## src/rtl/pipeline_control_pkg.sv

```systemverilog
// Shared types for the RV32I pipeline hazard/stall controller.
package pipeline_control_pkg;

  typedef enum logic [1:0] {
    RUN     = 2'd0,
    MC_WAIT = 2'd1,
    MC_HOLD = 2'd2
  } pipe_ctrl_state_t;

  localparam int REG_ADDR_W = 5;

endpackage

```

## src/rtl/sat_counter.sv

```systemverilog
// Saturating up-counter; sticks at all-ones instead of wrapping.
module sat_counter #(
  parameter int W = 32
) (
  input  logic         clk,
  input  logic         rst,
  input  logic         inc,
  output logic [W-1:0] count
);

  always_ff @(posedge clk or posedge rst) begin
    if (rst) begin
      count <= '0;
    end else if (inc && (count != {W{1'b1}})) begin
      count <= count + W'(1);
    end
  end

endmodule

```

## src/rtl/pipeline_control.sv

```systemverilog
// Central hazard/stall controller for the 5-stage RV32I pipeline, with
// saturating stall/bubble/flush performance counters.
module pipeline_control
  import pipeline_control_pkg::*;
#(
  parameter int CNT_W = 32
) (
  input  logic                  clk,
  input  logic                  rst,
  input  logic                  id_to_ex_mem_read,
  input  logic [REG_ADDR_W-1:0] id_to_ex_rd,
  input  logic [REG_ADDR_W-1:0] if_to_id_rs1,
  input  logic [REG_ADDR_W-1:0] if_to_id_rs2,
  input  logic                  if_to_id_use_rs1,
  input  logic                  if_to_id_use_rs2,
  input  logic                  imem_req,
  input  logic                  imem_resp,
  input  logic                  dmem_req,
  input  logic                  dmem_resp,
  input  logic                  ex_br_taken,
  input  logic                  ex_mc_op,
  input  logic                  mc_done,
  output logic                  mc_start,
  output logic                  pc_load,
  output logic                  if_id_load,
  output logic                  id_ex_load,
  output logic                  ex_mem_load,
  output logic                  mem_wb_load,
  output logic                  if_id_flush,
  output logic                  id_ex_flush,
  output logic [CNT_W-1:0]      stall_cnt,
  output logic [CNT_W-1:0]      bubble_cnt,
  output logic [CNT_W-1:0]      flush_cnt
);

  pipe_ctrl_state_t state, next_state;
  logic mc_ready, mc_ready_next;
  logic mem_stall, load_use;
  logic stall_ev, bubble_ev, flush_ev;
  logic [4:0] loads;

  assign mem_stall = (imem_req & ~imem_resp) | (dmem_req & ~dmem_resp);
  assign load_use  = id_to_ex_mem_read && (id_to_ex_rd != '0) &&
                     ((if_to_id_use_rs1 && (id_to_ex_rd == if_to_id_rs1)) ||
                      (if_to_id_use_rs2 && (id_to_ex_rd == if_to_id_rs2)));

  assign {pc_load, if_id_load, id_ex_load, ex_mem_load, mem_wb_load} = loads;

  // mc_ready marks a finished mc op still sitting in EX, so the RUN cycle
  // after mc_done advances it instead of relaunching the unit.
  always_ff @(posedge clk or posedge rst) begin
    if (rst) begin
      state    <= RUN;
      mc_ready <= 1'b0;
    end else begin
      state    <= next_state;
      mc_ready <= mc_ready_next;
    end
  end

  always_comb begin
    next_state    = state;
    mc_ready_next = mc_ready;
    mc_start      = 1'b0;
    loads         = 5'b00000;
    if_id_flush   = 1'b0;
    id_ex_flush   = 1'b0;
    stall_ev      = 1'b0;
    bubble_ev     = 1'b0;
    flush_ev      = 1'b0;
    if (!rst) begin
      if (mem_stall || (state == MC_WAIT)) begin
        stall_ev = 1'b1;
        if ((state == MC_WAIT) && mc_done) begin
          next_state    = mem_stall ? MC_HOLD : RUN;
          mc_ready_next = 1'b1;
        end
      end else if (mc_ready) begin
        loads         = 5'b11111;
        mc_ready_next = 1'b0;
        next_state    = RUN;
      end else if ((state == RUN) && ex_mc_op) begin
        mc_start   = 1'b1;
        stall_ev   = 1'b1;
        next_state = MC_WAIT;
      end else if (ex_br_taken) begin
        loads       = 5'b11111;
        if_id_flush = 1'b1;
        id_ex_flush = 1'b1;
        flush_ev    = 1'b1;
      end else if (load_use) begin
        loads       = 5'b00111;
        id_ex_flush = 1'b1;
        bubble_ev   = 1'b1;
      end else begin
        loads = 5'b11111;
      end
    end
  end

  sat_counter #(.W(CNT_W)) u_stall_cnt (
    .clk(clk), .rst(rst), .inc(stall_ev), .count(stall_cnt)
  );

  sat_counter #(.W(CNT_W)) u_bubble_cnt (
    .clk(clk), .rst(rst), .inc(bubble_ev), .count(bubble_cnt)
  );

  sat_counter #(.W(CNT_W)) u_flush_cnt (
    .clk(clk), .rst(rst), .inc(flush_ev), .count(flush_cnt)
  );

endmodule

```

## config.mk

```make
export PLATFORM = sky130hd
export DESIGN_NAME = pipeline_control
export DESIGN_NICKNAME = d
export VERILOG_FILES = /design/src/rtl/pipeline_control_pkg.sv /design/src/rtl/sat_counter.sv /design/src/rtl/pipeline_control.sv
export SDC_FILE = /design/constraint.sdc
export NUM_CORES = 1
export LEC_CHECK = 0
export ABC_AREA = 1
export CELL_PAD_IN_SITES_DETAIL_PLACEMENT = 0
export CELL_PAD_IN_SITES_GLOBAL_PLACEMENT = 1
export CORE_ASPECT_RATIO = 1.25
export CORE_MARGIN = 2
export CORE_UTILIZATION = 34
export DETAILED_ROUTE_END_ITERATION = 10
export GPL_TIMING_DRIVEN = 0
export PLACE_DENSITY_LB_ADDON = 0.1
export SETUP_SLACK_MARGIN = 0.05
export SLEW_MARGIN = 5
export SYNTH_ARGS = -nofsm -noshare
export SYNTH_HDL_FRONTEND = slang
export SYNTH_SLANG_ARGS = --single-unit
```

## constraint.sdc

```tcl
create_clock -name clk -period 6.5 [get_ports clk]
set_input_delay 1.95 -clock clk [delete_from_list [all_inputs] [get_ports clk]]
set_output_delay 1.95 -clock clk [all_outputs]
set_load 0.05 [all_outputs]
```

==> metrics.md, run 1 <==
| Metric | Value |
|---|---|
| Yosys warning total | `0` |
| Arrival time worst endpoint | `roughly 4300 ps` |
| CP Cell Sequence | `clkdlybuf4s50_1 > inv_1 > nand2_1 > nand2_1 > nor2_4 > inv_1 > nor2_1 > inv_1 > nor2_1 > buf_4 > clkdlybuf4s50_1` |
| Detail Route Antenna Nets | `0` |
| Final core utilization | `46.1%` |
| Layout cell share with drive strength beyond 1 | `a little under a tenth` |
| Period Utilization, post-route | `between 90% and 100%` |
| Largest net degree at the start of global routing | `39` |
| Setup slack at placement | `between 5 and 6 ps` |
| Post-Layout Cell Count | `1100` |
| Synth Cell Area | `5790 um^2` |
| Post-synthesis instance total | `731` |
| Post-Route WL | `roughly 15000 um` |
| Total Power | `1.76 mW` |
| Worst slew pin tran | `roughly 800 ps` |
| Critical Path End Type | `output pin` |
| Total gr overflow | `0` |
| Port Buf Inserts | `130` |
| Status | `completed` |
| #FFs+latches synth | `slightly below 100` |
| Max-cap viol count | `0` |
| Fmax | `roughly 160 MHz` |
| Wire per inst | `approximately 14 um` |
| Die Ht | `between 100 and 150 um` |
| Clock H-tree levels | `3` |
| Yosys top cell by area | `dfrtp_1` |
| Worst rel slew slack | `between 40% and 50%` |
| Unique cell type count in the Yosys netlist | `33` |
| First-pass GRT wire length | `approximately 26000 um` |
| GR Util All Layers | `17.8%` |
| Initial Utilization | `between 30% and 40%` |
| CTS tree | `yes` |
| Clock slew at reported path FFs | `70 ps` |
| Dpl cells | `between 1000 and 1500` |
| # setup viols final | `0` |
| Rows | `53` |
| Startpoint types | `input port` |
| Drt drc | `0` |
| Peak VDD IR | `roughly 170 uV` |
| Fin. Hold Viols | `0` |
| Sequential area share after synthesis | `between 40% and 50%` |
| Ports | `131` |
| Core Area | `~17000 um^2` |
| Bufs on Longest Clock Path | `2` |
| Crit-path max FO | `4` |
| Diodes inserted | `0` |
| Hpwl dp | `11800 um` |
| Vias | `5150` |
| Later-pin clock latency in the skew report | `about 350 ps` |
| Die Footprint | `roughly 18000 um^2` |
| Critical Path RT | `approximately 4600 ps` |
| GP Congestion | `between 0.8 and 0.9` |
| Top cells by area, synth | `dfrtp_1 (43%), nand2_1 (13%), xor2_1 (6.8%)` |
| Clk sinks | `a little under 100` |
| RSZ-0062 raised after global routing | `no` |
| Final WS setup | `266 ps` |
| Final min period | `just over 6000 ps` |
| DR iter-0 viols | `233` |
| Most common cell on crit path | `inv_1` |
| Antenna violations before repair | `0` |
| Top-area cell type share of the netlist area | `a little over two fifths` |
| HP Class | `reg -> reg` |
| PwrDens | `228 nW/um^2` |
| Vias in the first global route | `5260` |
| Clock skew | `around 13 ps` |
| Avg Synthesized Cell Area | `about 7.9 um^2` |
| Root buf cell | `clkbuf_16` |
| Die width | `around 120 um` |
| Leakage | `around 3.6 nW` |
| Nets | `905` |
| Mapped Nets | `approximately 760` |
| Max-slew violation count | `0` |
| Router iterations before antenna repair | `4` |
| Via-to-Cell Ratio | `4.68` |
| Area delta synth->final | `33.5%` |
| Critical-path top delay cell | `clkdlybuf4s50_1` |
| Worst setup path class | `in -> out` |
| CTS Buf Count | `9` |
| CP peak stage delay | `790 ps` |
| Worst hold slack | `512 ps` |
-- kinds of logic after synthesis --
group           after synthesis  share of synthesized area, %
compound gates               16                          1.45
xor+xnor                     79                          12.1
fa+ha+maj                     3                         0.648
buf+inv                     114                          8.34
flops                        99                          42.8
simple gates                420                          34.7
-- critical path, delay by kind of cell --
| kind | cells | cell delay (ps) |
|---|---|---|
| buffers and inverters | 6 | 1610 |
| and+or+nand+nor | 5 | 720 |
-- power breakdown --
| group | internal, mW | total, mW | switching [mW] |
|---|---|---|---|
| Clock | 0.321 | 0.571 | 0.250 |
| Combinational | 0.161 | 0.479 | 0.317 |
| Sequential | 0.661 | 0.714 | 0.0530 |
-- final cells by class --
type	count	area (um^2)
inverters	104	394
clock buffers	11	253
plain buffers	10	92.6
multi-input cells	518	2830
clock inverters	5	61.3
repair buffers	132	1340
flip-flops and latches	99	2480
repair inverters	1	5.00
fillers	1666	9040
well taps	220	275
-- cells in the final DEF (no fill, tap or decap), types with 2 or more instances in the layout --
cell type / synthesis / final
nor2_2: 10 / 10
clkdlybuf4s50_1: 0 / 128
nand4_1: 27 / 27
nand2_1: 204 / 204
nor3_1: 16 / 16
ha_1: 3 / 3
nor3_2: 11 / 11
nand3_2: 4 / 4
nor2_1: 71 / 71
buf_6: 2 / 2
nor4_1: 7 / 7
buf_12: 1 / 3
nand3b_1: 3 / 3
dfrtp_1: 99 / 99
xnor2_1: 33 / 33
clkinvlp_4: 0 / 4
a21oi_1: 2 / 2
o21ai_1: 3 / 3
nand3_1: 42 / 42
nand2_2: 10 / 10
o21ai_0: 10 / 10
buf_4: 6 / 6
nor2_4: 9 / 9
inv_2: 2 / 2
xor2_1: 45 / 45
clkbuf_16: 0 / 9
inv_1: 102 / 101
clkbuf_8: 0 / 2
-- through the flow --
stage               area (um^2)  setup TNS (ps)
finish                     7730               0
global route               7730               0
CTS                        7720               0
detailed placement         7410               0
global placement           7370           -3260
floorplan                  5800               0
-- synthesized netlist by cell type (all sizes together) --
library cell    n
dfrtp          99
ha              3
xor2           46
and3            1
nand3          46
o21ai          13
nand4          28
nand3b          3
nor4            9
inv           104
buf            10
xnor2          33
nor2           90
a21oi           3
nand2         215
nor3b           1
nor3           27
-- per-layer routing --
layer	vias up	wire (um)	global-route usage, %
li1	2575	-	-
met1	2463	6810	21.8
met2	96	7790	31.3
met3	16	642	3.66
met4	0	221	5.29
met5	-	0	0
-- flip-flops by register name, summed over array words and instances (netlist names) --
signal,count
u_bubble_cnt.count,32
u_flush_cnt.count,32
u_stall_cnt.count,32
state,2
mc_ready,1
-- final timing paths --
path / from / end / slack, ps / depth (start not counted)
setup / recovery: imem_resp / id_ex_load / 270 / 11
hold / removal: u_bubble_cnt.count[13] / u_bubble_cnt.count[13] / 510 / 1
setup reg to reg: u_bubble_cnt.count[0] / u_bubble_cnt.count[30] / 4430 / 12
hold reg to reg: u_bubble_cnt.count[13] / u_bubble_cnt.count[13] / 510 / 1
max in group asynchronous: rst / u_stall_cnt.count[13] / 3630 / 3
min in group asynchronous: rst / u_stall_cnt.count[21] / 2120 / 2
-- what timing repair did --
action                                  CTS  global route
gates resized for setup                   1             1
endpoints found under the hold margin     0             0
cloned                                    0             1
setup buffers                             0             0
hold buffers                              0             0
endpoints found under the setup margin    1             3
pin swaps                                 0             0
Power figures use the tool's default switching activity.
==> run 2: changes to the inputs <==
--- a/config.mk
+++ b/config.mk
@@ -5,7 +5,6 @@
 export SDC_FILE = /design/constraint.sdc
 export NUM_CORES = 1
 export LEC_CHECK = 0
-export ABC_AREA = 1
 export CELL_PAD_IN_SITES_DETAIL_PLACEMENT = 0
 export CELL_PAD_IN_SITES_GLOBAL_PLACEMENT = 1
 export CORE_ASPECT_RATIO = 1.25
==> metrics.md, run 2 <==
| Metric | Value |
|---|---|
| Status | `completed (unchanged)` |
| Post-Route WL | `12700 um (was 15500 um)` |
| Total gr overflow | `0 (unchanged)` |
| Post-synthesis instance total | `469 (was 731)` |
| Post-Layout Cell Count | `792 (was 1100)` |
| Cell with the most instances after synthesis | `dfrtp_1 (was nand2_1)` |
| Diodes inserted | `0 (unchanged)` |
| First-pass GRT wire length | `21000 um (was 25600 um)` |
| Area delta synth->final | `36.2% (was 33.5%)` |
| Hpwl dp | `9290 um (was 11800 um)` |
| Unique cell type count in the Yosys netlist | `48 (was 33)` |
| Die Ht | `139 um (was 150 um)` |
| # setup viols final | `0 (unchanged)` |
| Yosys warning total | `0 (unchanged)` |
| Most frequent cells in the layout | `clkdlybuf4s50_1 (127), dfrtp_1 (99), xnor2_1 (60) (was nand2_1 (204), clkdlybuf4s50_1 (128), inv_1 (101))` |
| Max-cap viol count | `0 (unchanged)` |
| CTS tree | `yes (unchanged)` |
| Vias | `4010 (was 5150)` |
| Via-to-Cell Ratio | `5.06 (was 4.68)` |
| RSZ-0062 raised after global routing | `no (unchanged)` |
| Fin. Hold Viols | `0 (unchanged)` |
| Synth Cell Area | `4970 um^2 (was 5790 um^2)` |
| Worst slew pin tran | `871 ps (was 789 ps)` |
| DR iter-0 viols | `253 (was 233)` |
| Post-cts hold buffer count | `0 (unchanged)` |
| CP Cell Sequence | `clkdlybuf4s50_1 > or4_1 > o21ai_0 > nor2b_1 > o21a_1 > clkdlybuf4s50_1 (was clkdlybuf4s50_1 > inv_1 > nand2_1 > nand2_1 > nor2_4 > inv_1 > nor2_1 > inv_1 > nor2_1 > buf_4 > clkdlybuf4s50_1)` |
| Antenna violations before repair | `0 (unchanged)` |
| Dpl cells | `778 (was 1083)` |
| Final min period | `6290 ps (was 6230 ps)` |
| Peak VDD IR | `221 uV (was 167 uV)` |
| Detail Route Antenna Nets | `0 (unchanged)` |
| Post-synth EDFFs | `0 (unchanged)` |
| Mapped Nets | `499 (was 761)` |
| FFs w/ async S/R, synth | `100% (unchanged)` |
| Yosys top cell by area | `dfrtp_1 (unchanged)` |
| CTS Buf Count | `9 (unchanged)` |
| Ports | `131 (unchanged)` |
| Wire per inst | `16.0 um (was 14.1 um)` |
| Router iterations before antenna repair | `4 (unchanged)` |
| Initial Utilization | `34.6% (was 34.5%)` |
| Rows | `49 (was 53)` |
| HP Class | `reg -> reg (unchanged)` |
| Critical Path RT | `4550 ps (about the same)` |
| Die width | `112 um (was 121 um)` |
| Port Buf Inserts | `130 (unchanged)` |
| Vias in the first global route | `4018 (was 5260)` |
| GR Util All Layers | `16.7% (was 17.8%)` |
| Die Footprint | `15600 um^2 (was 18100 um^2)` |
| Drt drc | `0 (unchanged)` |
| PwrDens | `222 nW/um^2 (was 228 nW/um^2)` |
| Top cells by area, synth | `dfrtp_1 (50%), xnor2_1 (11%), xor2_1 (7.1%) (was dfrtp_1 (43%), nand2_1 (13%), xor2_1 (6.8%))` |
| Startpoint types | `input port (unchanged)` |
| Clock slew at reported path FFs | `60 ps (was 70 ps)` |
| Bufs on Longest Clock Path | `2 (unchanged)` |
| Clock skew | `10.2 ps (was 12.6 ps)` |
| Most common cell on crit path | `clkdlybuf4s50_1 (was inv_1)` |
| List of most frequent post-synthesis cells | `dfrtp_1 (99), xnor2_1 (60), xor2_1 (40) (was nand2_1 (204), inv_1 (102), dfrtp_1 (99))` |
| #FFs+latches synth | `99 (unchanged)` |
| Avg Synthesized Cell Area | `10.6 um^2 (was 7.92 um^2)` |
| Leakage | `2.90 nW (was 3.61 nW)` |
| Top-area cell type share of the netlist area | `49.9% (was 42.8%)` |
| Nets | `641 (was 905)` |
| Clock H-tree levels | `3 (unchanged)` |
| Arrival time worst endpoint | `4340 ps (was 4280 ps)` |
| GP Congestion | `0.778 (was 0.850)` |
| Commonest non-fill, non-tap cell in the layout | `clkdlybuf4s50_1 (was nand2_1)` |
| Ys flop type | `dfrtp_1 (unchanged)` |
| Clk sinks | `99 (unchanged)` |
| Sequential area share after synthesis | `49.9% (was 42.8%)` |
| CP peak stage delay | `720 ps (was 790 ps)` |
| Later-pin clock latency in the skew report | `350 ps (about the same)` |
| Max-slew violation count | `0 (unchanged)` |
| Layout fillers | `1394 (was 1666)` |
| Total Power | `1.50 mW (was 1.76 mW)` |
| Crit-path max FO | `3 (was 4)` |
| Fmax | `159 MHz (was 160 MHz)` |
| Largest regs | `u_bubble_cnt.count (32), u_flush_cnt.count (32), u_stall_cnt.count (32) (unchanged)` |
| Root buf cell | `clkbuf_16 (unchanged)` |
| Core Area | `14300 um^2 (was 16800 um^2)` |
| Worst setup path class | `in -> out (unchanged)` |
| Critical Path End Type | `output pin (unchanged)` |
| Critical-path top delay cell | `clkdlybuf4s50_1 (unchanged)` |
| Largest net degree at the start of global routing | `59 (was 39)` |
| Period Utilization, post-route | `96.7% (was 95.9%)` |
| Layout cell share with drive strength beyond 1 | `6.19% (was 9.43%)` |
| Worst rel slew slack | `41.3% (was 47.1%)` |
run 2: layout make-up:
type	instances	area, um^2	area share, %
multi-input cells	343	2370	35.0
well taps	178	223	3.29
inverters	16	63.8	0.943
flip-flops and latches	99	2480	36.6
clock inverters	2	15.0	0.222
plain buffers	11	57.6	0.851
clock buffers	12	236	3.50
repair buffers	131	1320	19.5
run 2: through the flow:
stage	hold slack, ps	worst slack (ps)	setup TNS [ps]	utilization (%)	area (um^2)
global route	515	74.6	0	47.2	6770
floorplan	531	138	0	-	4970
CTS	495	158	0	47.2	6770
global placement	476	-1930	-54720	45.2	6490
finish	488	213	0	47.2	6770
detailed placement	482	-120	-148	45.5	6520
run 2: kinds of logic (layout without fill, tap and decap cells):
family                     count (synthesis)  in the layout  share of synthesized area, %
and+or+nand+nor                          214            214                          24.8
xor gates and xnor gates                 100            100                          17.6
DFF                                       99             99                          49.9
buffers and inverters                     27            172                          2.39
AOI/OAI and AO/OA                         23             23                          3.83
adders and majority gates                  3              3                         0.756
muxes                                      3              3                         0.756
run 2: path summary, 6_finish.rpt:
check	from	endpoint	cells past startpoint	slack, ps
setup / recovery	id_to_ex_rd[2]	id_ex_flush	6	210
hold / removal	u_stall_cnt.count[25]	u_stall_cnt.count[25]	1	490
setup reg to reg	u_stall_cnt.count[22]	u_stall_cnt.count[8]	6	4130
hold reg to reg	u_stall_cnt.count[25]	u_stall_cnt.count[25]	1	490
max in group asynchronous	rst	u_flush_cnt.count[18]	3	3600
min in group asynchronous	rst	u_stall_cnt.count[28]	2	2210
run 2: timing repair:
action                                  CTS  global route
endpoints found under the setup margin    3             1
gates cloned                              0             0
setup buffers                             0             0
gates resized for setup                   3             2
run 2: metal layers:
layer	global-route usage (%)	part of all wire (%)	up-vias
met5	0	0	-
met3	2.84	3.9	12
met2	27.0	48	91
met4	6.35	1.7	0
met1	22.5	46	1965
li1	-	-	1942
run 2: where the power goes:
part / internal, mW / switching (mW) / total (mW)
clock: 0.256 / 0.224 / 0.480
sequential: 0.653 / 0.0525 / 0.705
combinational: 0.117 / 0.200 / 0.317
run 2: worst max-delay path: cells and delay by family:
family	cells	cell delay, ps
buffers and inverters	2	1210
AND/OR/NAND/NOR	2	650
AO/OA/AOI/OAI	2	530
==> run 3: changes to the inputs <==
--- a/config.mk
+++ b/config.mk
@@ -5,14 +5,12 @@
 export SDC_FILE = /design/constraint.sdc
 export NUM_CORES = 1
 export LEC_CHECK = 0
-export CELL_PAD_IN_SITES_DETAIL_PLACEMENT = 0
-export CELL_PAD_IN_SITES_GLOBAL_PLACEMENT = 1
 export CORE_ASPECT_RATIO = 1.25
 export CORE_MARGIN = 2
-export CORE_UTILIZATION = 34
+export CORE_UTILIZATION = 44
 export DETAILED_ROUTE_END_ITERATION = 10
 export GPL_TIMING_DRIVEN = 0
-export PLACE_DENSITY_LB_ADDON = 0.1
+export PLACE_DENSITY = 0.76
 export SETUP_SLACK_MARGIN = 0.05
 export SLEW_MARGIN = 5
 export SYNTH_ARGS = -nofsm -noshare
==> metrics.md, run 3 (synthesis gave the netlist of run 2 again) <==
| Metric | Value |
|---|---|
| Status | `completed (unchanged)` |
| Bufs on Longest Clock Path | `2 (unchanged)` |
| Worst hold slack | `483 ps (was 488 ps)` |
| Critical Path End Type | `output pin (unchanged)` |
| CP peak stage delay | `560 ps (was 720 ps)` |
| Startpoint types | `input port (unchanged)` |
| Worst slew pin tran | `811 ps (was 871 ps)` |
| Die Footprint | `12200 um^2 (was 15600 um^2)` |
| Wire per inst | `15.4 um (was 16.0 um)` |
| Total Power | `1.54 mW (was 1.50 mW)` |
| # setup viols final | `0 (unchanged)` |
| GP Congestion | `0.828 (was 0.778)` |
| DR iter-0 viols | `154 (was 253)` |
| Fmax | `160 MHz (was 159 MHz)` |
| HP Class | `reg -> reg (unchanged)` |
| Most frequent cells in the layout | `clkdlybuf4s50_1 (127), dfrtp_1 (99), xnor2_1 (60) (unchanged)` |
| GR Util All Layers | `19.4% (was 16.7%)` |
| Cell area after layout | `6750 um^2 (was 6770 um^2)` |
| Via-to-Cell Ratio | `5.35 (was 5.06)` |
| Reg-to-reg setup timing slack | `4170 ps (was 4130 ps)` |
| Post-Route WL | `11600 um (was 12700 um)` |
| Layout fillers | `909 (was 1394)` |
| Register Area | `2480 um^2 (unchanged)` |
| Detail Route Antenna Nets | `0 (unchanged)` |
| Setup slack at placement | `-187 ps (was -120 ps)` |
| Diodes inserted | `0 (unchanged)` |
| Drt drc | `0 (unchanged)` |
| Clock slew at reported path FFs | `60 ps (about the same)` |
| Bufs and invs on worst path | `3 (was 2)` |
| Fin. Hold Viols | `0 (unchanged)` |
| Die width | `99.0 um (was 112 um)` |
| RSZ-0062 raised after global routing | `no (unchanged)` |
| Vias | `4011 (was 4010)` |
| Layout cell share with drive strength beyond 1 | `6.50% (was 6.19%)` |
| Clock H-tree levels | `3 (unchanged)` |
| Core Area | `11000 um^2 (was 14300 um^2)` |
| Initial Utilization | `45.0% (was 34.6%)` |
| Area delta synth->final | `35.9% (was 36.2%)` |
| Footprint of the multi-input gates | `2370 um^2 (unchanged)` |
| Antenna violations before repair | `0 (unchanged)` |
| Ports | `131 (unchanged)` |
| Rows | `43 (was 49)` |
| CP Cell Sequence | `clkdlybuf4s50_1 > or4_1 > o21ai_1 > nor2_1 > nand3_1 > and2_1 > buf_4 > dlygate4sd2_1 (was clkdlybuf4s50_1 > or4_1 > o21ai_0 > nor2b_1 > o21a_1 > clkdlybuf4s50_1)` |
| CTS Buf Count | `9 (unchanged)` |
| First-pass GRT wire length | `19200 um (was 21000 um)` |
| Router iterations before antenna repair | `4 (unchanged)` |
| Root buf cell | `clkbuf_16 (unchanged)` |
| Leakage | `2.94 nW (was 2.90 nW)` |
| Critical-path top delay cell | `or4_1 (was clkdlybuf4s50_1)` |
| Die Ht | `123 um (was 139 um)` |
| Clk sinks | `99 (unchanged)` |
| Nets | `641 (unchanged)` |
| Worst rel slew slack | `45.4% (was 41.3%)` |
| Area post-placement | `6470 um^2 (was 6520 um^2)` |
| Period Utilization, post-route | `96.2% (was 96.7%)` |
| Clock skew | `10.7 ps (was 10.2 ps)` |
| Later-pin clock latency in the skew report | `340 ps (was 350 ps)` |
| Final min period | `6250 ps (was 6290 ps)` |
| Arrival time worst endpoint | `4300 ps (was 4340 ps)` |
| Hpwl dp | `8700 um (was 9290 um)` |
| Post-cts hold buffer count | `0 (unchanged)` |
| Worst setup path class | `in -> out (unchanged)` |
| Port Buf Inserts | `130 (unchanged)` |
| Setup TNS | `0 ps (unchanged)` |
| Max-cap viol count | `0 (unchanged)` |
| Critical Path RT | `4550 ps (about the same)` |
| Total gr overflow | `0 (unchanged)` |
| Cell family with most CP delay | `buffers and inverters (unchanged)` |
| Crit-path max FO | `3 (unchanged)` |
| Vias in the first global route | `4030 (was 4018)` |
| Largest regs | `u_bubble_cnt.count (32), u_flush_cnt.count (32), u_stall_cnt.count (32) (unchanged)` |
| Peak VDD IR | `211 uV (was 221 uV)` |
| PwrDens | `228 nW/um^2 (was 222 nW/um^2)` |
| CTS tree | `yes (unchanged)` |
| Largest net degree at the start of global routing | `57 (was 59)` |
| Final WS setup | `248 ps (was 213 ps)` |
| Commonest non-fill, non-tap cell in the layout | `clkdlybuf4s50_1 (unchanged)` |
| Max-slew violation count | `0 (unchanged)` |
[run 3: repair_timing]
item                                    CTS  global route
setup buffers                             0             0
gates resized for setup                   2             2
endpoints found under the setup margin    2             4
[run 3: final cells by class]
type                            count  area share (%)
Sequential cell                    99            36.7
Tap cell                          135            2.50
Inverter                           16           0.945
Buffer                             11           0.852
Timing Repair Buffer              131            19.7
Multi-Input combinational cell    343            35.1
Clock buffer                       10            3.39
Clock inverter                      5           0.815
[run 3: worst reg2reg max path: stages, from the launching register on]
cell and delay (ps):
dfrtp_1 440, and4_1 270, and3_1 210, and4_1 280, a211oi_1 660, nand4_1 190
xnor2_1 160
[run 3: layer usage]
layer | track usage (%) | wire [um] | vias up
met2 | 33.3 | 5920 | 91
met4 | 6.76 | 151 | 0
met5 | 0 | 0 | -
li1 | - | - | 1937
met1 | 24.5 | 4930 | 1972
met3 | 3.59 | 566 | 11
[run 3: path summary, 6_finish.rpt]
path / end / startpoint / cells after the start
max in group asynchronous: u_flush_cnt.count[19] / rst / 3
worst max-delay path: pc_load / id_to_ex_rd[1] / 8
worst min-delay path: u_stall_cnt.count[19] / u_stall_cnt.count[19] / 1
worst max register to register: u_stall_cnt.count[8] / u_stall_cnt.count[22] / 6
min in group asynchronous: u_bubble_cnt.count[13] / rst / 2
worst min register to register: u_stall_cnt.count[19] / u_stall_cnt.count[19] / 1
[run 3: power by group]
group          internal [mW]  switching [mW]
Sequential             0.653          0.0519
Clock                  0.295           0.222
Combinational          0.118           0.202
Total                   1.07           0.475
[run 3: metrics by stage]
stage / utilization (%) / cells
global placement: 58.4 / 734
finish: 61.2 / 750
detailed placement: 58.6 / 735
floorplan: - / 469
CTS: 61.2 / 750
global route: 61.2 / 750
